===== src/rtl/lsu_pkg.sv =====
// Shared definitions for the load/store unit: RV32I width codes, FSM encoding
// and the sub-word store merge used by the read-modify-write path.
package lsu_pkg;

    localparam int XLEN = 32;

    localparam logic [2:0] F3_B  = 3'b000;
    localparam logic [2:0] F3_H  = 3'b001;
    localparam logic [2:0] F3_W  = 3'b010;
    localparam logic [2:0] F3_BU = 3'b100;
    localparam logic [2:0] F3_HU = 3'b101;

    typedef enum logic {
        IDLE   = 1'b0,
        RMW_WR = 1'b1
    } lsu_state_e;

    // Overlay the store's low byte or halfword onto the word read from memory.
    function automatic logic [XLEN-1:0] merge_word(input logic [2:0]      funct3,
                                                   input logic [XLEN-1:0] old_word,
                                                   input logic [XLEN-1:0] store_data);
        logic [XLEN-1:0] merged;
        merged = old_word;
        if (funct3 == F3_B) begin
            merged = {old_word[31:8], store_data[7:0]};
        end else if (funct3 == F3_H) begin
            merged = {old_word[31:16], store_data[15:0]};
        end
        return merged;
    endfunction

endpackage


===== src/rtl/lsu_load_fmt.sv =====
// Combinational load formatter: selects and sign/zero-extends the low byte,
// halfword or full word of the memory read data according to funct3.
module lsu_load_fmt
    import lsu_pkg::*;
(
    input  logic [2:0]  funct3,
    input  logic [31:0] word,
    output logic [31:0] rdata,
    output logic        bad
);

    always_comb begin
        rdata = '0;
        bad   = 1'b0;
        case (funct3)
            F3_B:    rdata = {{24{word[7]}}, word[7:0]};
            F3_BU:   rdata = {24'h0, word[7:0]};
            F3_H:    rdata = {{16{word[15]}}, word[15:0]};
            F3_HU:   rdata = {16'h0, word[15:0]};
            F3_W:    rdata = word;
            default: bad   = 1'b1;
        endcase
    end

endmodule


===== src/rtl/lsu_rmw.sv =====
// Load/store unit in front of a word-write data memory; sub-word stores use a
// two-cycle read-modify-write. Define LSU_MISALIGN_TRAP_EN to fault misaligned H/W accesses.
module lsu_rmw
    import lsu_pkg::*;
#(
    parameter int DEPTH = 32,
    parameter int CNT_W = 16
) (
    input  logic             clk_i,
    input  logic             reset,
    input  logic             req_valid_i,
    input  logic             is_load_i,
    input  logic             is_store_i,
    input  logic [2:0]       funct3_i,
    input  logic [31:0]      addr_i,
    input  logic [31:0]      wdata_i,
    output logic [31:0]      rdata_o,
    output logic             stall_o,
    output logic             err_o,
    output logic [31:0]      mem_addr_o,
    output logic [31:0]      mem_wdata_o,
    output logic             mem_write_o,
    output logic             mem_read_o,
    input  logic [31:0]      mem_rdata_i,
    output logic [CNT_W-1:0] rmw_cnt_o
);

    // The word port always touches four bytes, so the last legal address is DEPTH-4.
    localparam logic [31:0] ADDR_MAX = 32'(DEPTH - 4);

    lsu_state_e       state_q;
    lsu_state_e       state_d;
    logic [31:0]      cap_q;
    logic [CNT_W-1:0] cnt_q;
    logic             cap_en;
    logic             cnt_en;

    logic [31:0] fmt_rdata;
    logic        fmt_bad;
    logic        range_fault;
    logic        width_fault;
    logic        misalign;
    logic        fault;
    logic        sub_store;

    lsu_load_fmt u_fmt (
        .funct3 (funct3_i),
        .word   (mem_rdata_i),
        .rdata  (fmt_rdata),
        .bad    (fmt_bad)
    );

    always_comb begin
        range_fault = addr_i > ADDR_MAX;
        width_fault = (is_load_i && fmt_bad) ||
                      (is_store_i && !(funct3_i == F3_B || funct3_i == F3_H || funct3_i == F3_W));
`ifdef LSU_MISALIGN_TRAP_EN
        misalign = ((funct3_i == F3_H || funct3_i == F3_HU) && addr_i[0]) ||
                   ((funct3_i == F3_W) && (addr_i[1:0] != 2'b00));
`else
        misalign = 1'b0;
`endif
        fault = req_valid_i && (is_load_i || is_store_i) &&
                ((is_load_i && is_store_i) || range_fault || width_fault || misalign);
        sub_store = (funct3_i == F3_B) || (funct3_i == F3_H);
    end

    always_comb begin
        state_d     = state_q;
        cap_en      = 1'b0;
        cnt_en      = 1'b0;
        rdata_o     = '0;
        stall_o     = 1'b0;
        err_o       = 1'b0;
        mem_addr_o  = '0;
        mem_wdata_o = '0;
        mem_write_o = 1'b0;
        mem_read_o  = 1'b0;

        case (state_q)
            IDLE: begin
                if (fault) begin
                    err_o = 1'b1;
                end else if (req_valid_i && is_load_i) begin
                    mem_read_o = 1'b1;
                    mem_addr_o = addr_i;
                    rdata_o    = fmt_rdata;
                end else if (req_valid_i && is_store_i) begin
                    mem_addr_o = addr_i;
                    if (sub_store) begin
                        // First half of the RMW: fetch the surrounding word and hold the pipe.
                        mem_read_o = 1'b1;
                        stall_o    = 1'b1;
                        cap_en     = 1'b1;
                        state_d    = RMW_WR;
                    end else begin
                        mem_write_o = 1'b1;
                        mem_wdata_o = wdata_i;
                    end
                end
            end
            RMW_WR: begin
                mem_addr_o  = addr_i;
                mem_write_o = 1'b1;
                mem_wdata_o = merge_word(funct3_i, cap_q, wdata_i);
                cnt_en      = 1'b1;
                state_d     = IDLE;
            end
            default: state_d = IDLE;
        endcase

        // Nothing reaches the memory or the pipeline while reset is held.
        if (reset) begin
            rdata_o     = '0;
            stall_o     = 1'b0;
            err_o       = 1'b0;
            mem_addr_o  = '0;
            mem_wdata_o = '0;
            mem_write_o = 1'b0;
            mem_read_o  = 1'b0;
        end
    end

    always_ff @(posedge clk_i or posedge reset) begin
        if (reset) begin
            state_q <= IDLE;
        end else begin
            state_q <= state_d;
        end
    end

    always_ff @(posedge clk_i or posedge reset) begin
        if (reset) begin
            cap_q <= '0;
            cnt_q <= '0;
        end else begin
            if (cap_en) begin
                cap_q <= mem_rdata_i;
            end
            if (cnt_en) begin
                cnt_q <= cnt_q + CNT_W'(1);
            end
        end
    end

    assign rmw_cnt_o = cnt_q;

endmodule


===== config.mk =====
export PLATFORM = sky130hd
export DESIGN_NAME = lsu_rmw
export DESIGN_NICKNAME = d
export VERILOG_FILES = /design/src/rtl/lsu_pkg.sv /design/src/rtl/lsu_load_fmt.sv /design/src/rtl/lsu_rmw.sv
export SDC_FILE = /design/constraint.sdc
export NUM_CORES = 1
export LEC_CHECK = 0
export ABC_AREA = 0
export CORE_MARGIN = 3
export CORE_UTILIZATION = 40
export DETAILED_ROUTE_END_ITERATION = 16
export PLACE_DENSITY = 0.83
export REMOVE_ABC_BUFFERS = 1
export SYNTH_ARGS = -nofsm -noshare
export SYNTH_HDL_FRONTEND = slang
export SYNTH_HIERARCHICAL = 1
export SYNTH_SLANG_ARGS = --single-unit

===== constraint.sdc =====
create_clock -name clk_i -period 5.1 [get_ports clk_i]
set_clock_uncertainty 0.1 [all_clocks]
set_input_delay 1.275 -clock clk_i [delete_from_list [all_inputs] [get_ports clk_i]]
set_output_delay 1.275 -clock clk_i [all_outputs]
set_load 0.05 [all_outputs]

==> run summary <==
The setup slack after placement is 0.1563 ns. The count of cell types in the netlist is 45. In the post-synthesis netlist, the cell with the most instances is sky130_fd_sc_hd__mux2i_1. In this run, the number of DRC markers left after iteration 0 of detailed routing was 102.

0 antenna diodes ended up in the layout. Max-cap violations in this run came to 0. The CTS sink count is 49. STA classifies the critical path startpoint as an input pin. Gates resized during post-CTS repair numbered 0. Of the total power, the share spent switching nets is 0.2793.

The first-pass iteration count of the detailed router came out at 4. Measured against its own limit, the worst slew margin works out to 0.3061. The share of synthesized area spent on multiplexers is 0.2635. The area overhead of the layout relative to synthesis is 75.10%. In this run the tool buffered the top-level ports with 219 buffer cells.

In this run the core area contains 35 standard-cell rows. The final hold violation count came out at 0. The share of the clock period used by the worst path after layout is 0.9771. The remaining number of nets flagged by the antenna check after routing is 0.

The number of setup violations in the final report came out at 0. The vertical die dimension is 105.4 um. The summed area of non-filler cells in the final layout is 6917 um2.

The synthesis warning total is 6. The multi-input logic area is 2515 um2. The number of flip-flops and latches in the synthesized netlist is 49. The power density over the cells is 118.4 nW/um2. For this run, the register share of the synthesized area comes to 0.3104. The type of the setup path with the least slack is input pin to output port.

Of the total synthesized cell area, the portion taken by full adders, half adders and majority gates is 0.003168. The kind of capture point of the worst setup path is an output port. By count the netlist is led by 56 x sky130_fd_sc_hd__mux2i_1, 49 x sky130_fd_sc_hd__dfrtp_1, 35 x sky130_fd_sc_hd__and2_1, 35 x sky130_fd_sc_hd__nor3_1, 32 x sky130_fd_sc_hd__and4_1. In this run the deepest clock path goes through 2 buffers. The number of inserted filler cells in the final layout is 683. The total vias in the final route came out at 3898. The number of global-route vias before repair is 3994. The starting density of the core came out at 0.4195.

The wire length of the first global-routing pass is 21.98 mm. In the routed layout, each cell is associated on average with a via count of 5.414. The final HPWL from detailed placement is 10.85 mm. The max-slew violation count came to 0. The complex-gate fraction of the synthesized area came out at 0.07064.

The clock transition at the register clock pins on the worst setup and hold paths after CTS came out at 0.10 ns. Dividing the detail-routed wire length by the instance count gives 19.45 um. The number of antenna violations at the first check in global routing came out at 0. The biggest area consumer among synthesized cells is sky130_fd_sc_hd__dfrtp_1.

The largest vdd supply drop is 0.1143 mV. The count of mapped cells out of synthesis came out at 386. The number of hold buffers added after CTS came out at 0. The share of total power dissipated in the clock network is 0.310. Of the total synthesized cell area, the portion taken by XOR and XNOR cells is 0.03326. The count of flip-flops with a built-in enable after synthesis came out at 0. The proportion of synthesized flip-flops having asynchronous set or reset is 1.000.

The global placement routability congestion came out at 0.8859. The min-delay analysis places its worst path in the category flip-flop to flip-flop. After synthesis, the largest family of logic cells by area is multiplexers. The clock tree from TritonCTS is done. The number of placed instances, taps included is 712.

In this run the horizontal extent of the chip is 105.4 um. Along the worst hold path, the cell count comes to 1. The fraction of synthesized cell area taken by the top area cell type came out at 0.3104. The number of design rule violations left after detail routing came out at 0. At the worst endpoint, the arrival time is 3.61 ns. The pin count of the biggest net entering global routing came out at 50. The part of the power in combinational logic is 0.216. The proportion of layout cells with a drive suffix above 1 is 0.2995. The number of ports placed on the die boundary came out at 220. Buffers added to address setup during post-CTS repair amount to 0. The total CTS buffers came out at 5. Setup repair after global routing left no endpoint under its margin.

The maximum fanout along the worst path came out at 5. The time the worst path needs with I/O delays and setup is 4.983 ns. The number of nets in the layout came out at 695.

The fraction of the mapped netlist area in simple logic gates came out at 0.2616. The post-synthesis area per instance came out at 10.23 um2. For the pin with the worst max-slew slack, the measured transition is 1.041 ns.

The finished layout holds 720 standard cells, fillers aside. The mapped netlist covers 3950 um2. The H-tree level count is 2.

The design draws 818.8 uW. The placeable core region came out at 9415 um2. The leakage power figure came out at 0.003002 uW. The analysis attributes to net switching a power of 228.7 uW. The total length of routed wires came out at 14.00 mm.

In the final layout, flip-flops and latches occupy 1226 um2. The worst path setup slack after routing came out at 0.1167 ns. Among all flip-flop cells after synthesis, the most frequent one is sky130_fd_sc_hd__dfrtp_1. The final hold slack is 0.3761 ns. The internal cell power is 590.1 uW. The flow ran to the end, and the final reports show no timing, DRC or antenna violations. The required time at the endpoint of the critical path is 3.72 ns. The total cell area at the placement stage is 6822 um2. CTS placed an instance of sky130_fd_sc_hd__clkbuf_8 at the clock tree root. The sequential share of power is 0.474. Global routing finished with a remaining overflow of 0. The peak clock frequency supported by timing is 200.7 MHz. The path depth of the worst reg2reg path came out at 5.

By area the synthesized netlist is led by sky130_fd_sc_hd__dfrtp_1 31%, sky130_fd_sc_hd__mux2i_1 14%, sky130_fd_sc_hd__mux2_4 11%, sky130_fd_sc_hd__and4_1 7.1%, sky130_fd_sc_hd__and2_1 5.5%. The area of the die is 11100 um2. The global-route usage over all layers is 0.2455. Clock latency on the worst-skew pair, taken at its later pin, is 0.30 ns.
flip-flops by register name (all words and copies together) (netlist names):
register / flops
rmw_cnt_o: 16
state_q: 1
cap_q: 32
critical path, stage by stage:
cell                              delay [ns]
sky130_fd_sc_hd__clkdlybuf4s50_1        0.44
sky130_fd_sc_hd__nor4_2                 0.37
sky130_fd_sc_hd__nand4_2                0.28
sky130_fd_sc_hd__or4_1                  0.67
sky130_fd_sc_hd__a21boi_0               0.38
sky130_fd_sc_hd__buf_12                 0.19
placed cells by master, fill, tap and decap left out, drive strengths merged:
cell / netlist / routed
o2111ai: 1 / 1
a21boi: 5 / 5
a21oi: 1 / 1
xnor2: 12 / 12
and4: 32 / 32
o2bb2ai: 8 / 8
xor2: 3 / 3
and2: 35 / 35
nand4bb: 1 / 1
o31a: 1 / 1
mux2: 33 / 33
a31oi: 1 / 1
nor2: 4 / 4
or3b: 1 / 1
nor3b: 2 / 2
clkinvlp: 0 / 2
nor3: 35 / 35
or4: 1 / 1
clkdlybuf4s50: 0 / 118
nand2: 8 / 8
mux2i: 56 / 56
or2: 3 / 3
ha: 1 / 1
nor2b: 4 / 4
dfrtp: 49 / 49
clkbuf: 19 / 5
nand3: 7 / 7
and3: 3 / 3
nand4: 5 / 5
nor4: 9 / 9
buf: 18 / 116
o21ai: 20 / 20
inv: 5 / 6
a211oi: 1 / 1
a41o: 1 / 1
nand4b: 1 / 1
metal layers:
layer  part of all wire  global-route usage  wire, um
met4              0.019             0.05342       266
met1               0.40              0.3002      5671
met2               0.53              0.4526      7422
met5                  0                   0         0
met3              0.046             0.03674       644
cell families after synthesis:
| group | count (synthesis) |
|---|---|
| AOI/OAI and AO/OA | 39 |
| adders and majority gates | 1 |
| and+or+nand+nor | 151 |
| buffers and inverters | 42 |
| xor gates and xnor gates | 15 |
| DFF | 49 |
| muxes | 89 |
stage by stage:
step	TNS, ns	util
global placement	0	0.7245
detailed placement	0	0.7245
finish	0	0.7346
CTS	0	0.7346
floorplan	-17.50	-
global route	0	0.7346
path summary, 6_finish.rpt:
path	slack (ns)	from	endpoint
max	0.12	addr_i[28]	mem_addr_o[0]
min	0.38	rmw_cnt_o[15]	rmw_cnt_o[15]
max reg2reg	2.84	state_q	rmw_cnt_o[10]
min reg2reg	0.38	rmw_cnt_o[15]	rmw_cnt_o[15]
max in group asynchronous	2.98	reset	cap_q[17]
min in group asynchronous	1.48	reset	cap_q[10]
layout make-up:
type                            count  area share
Timing Repair Buffer              234      0.4193
Multi-Input combinational cell    295      0.3636
Sequential cell                    49      0.1773
Tap cell                          129     0.02334
Clock buffer                        5    0.009949
Clock inverter                      3    0.003799
Inverter                            5    0.002713
power groups by stage:
stage	registers, uW	logic (uW)	clock network [uW]
global route	388	191	272
global placement	396	170	0
finish	388	177	254
detailed placement	396	177	0
CTS	388	177	262
floorplan	396	53.5	0
No activity file was read; power rests on OpenSTA's default activity.
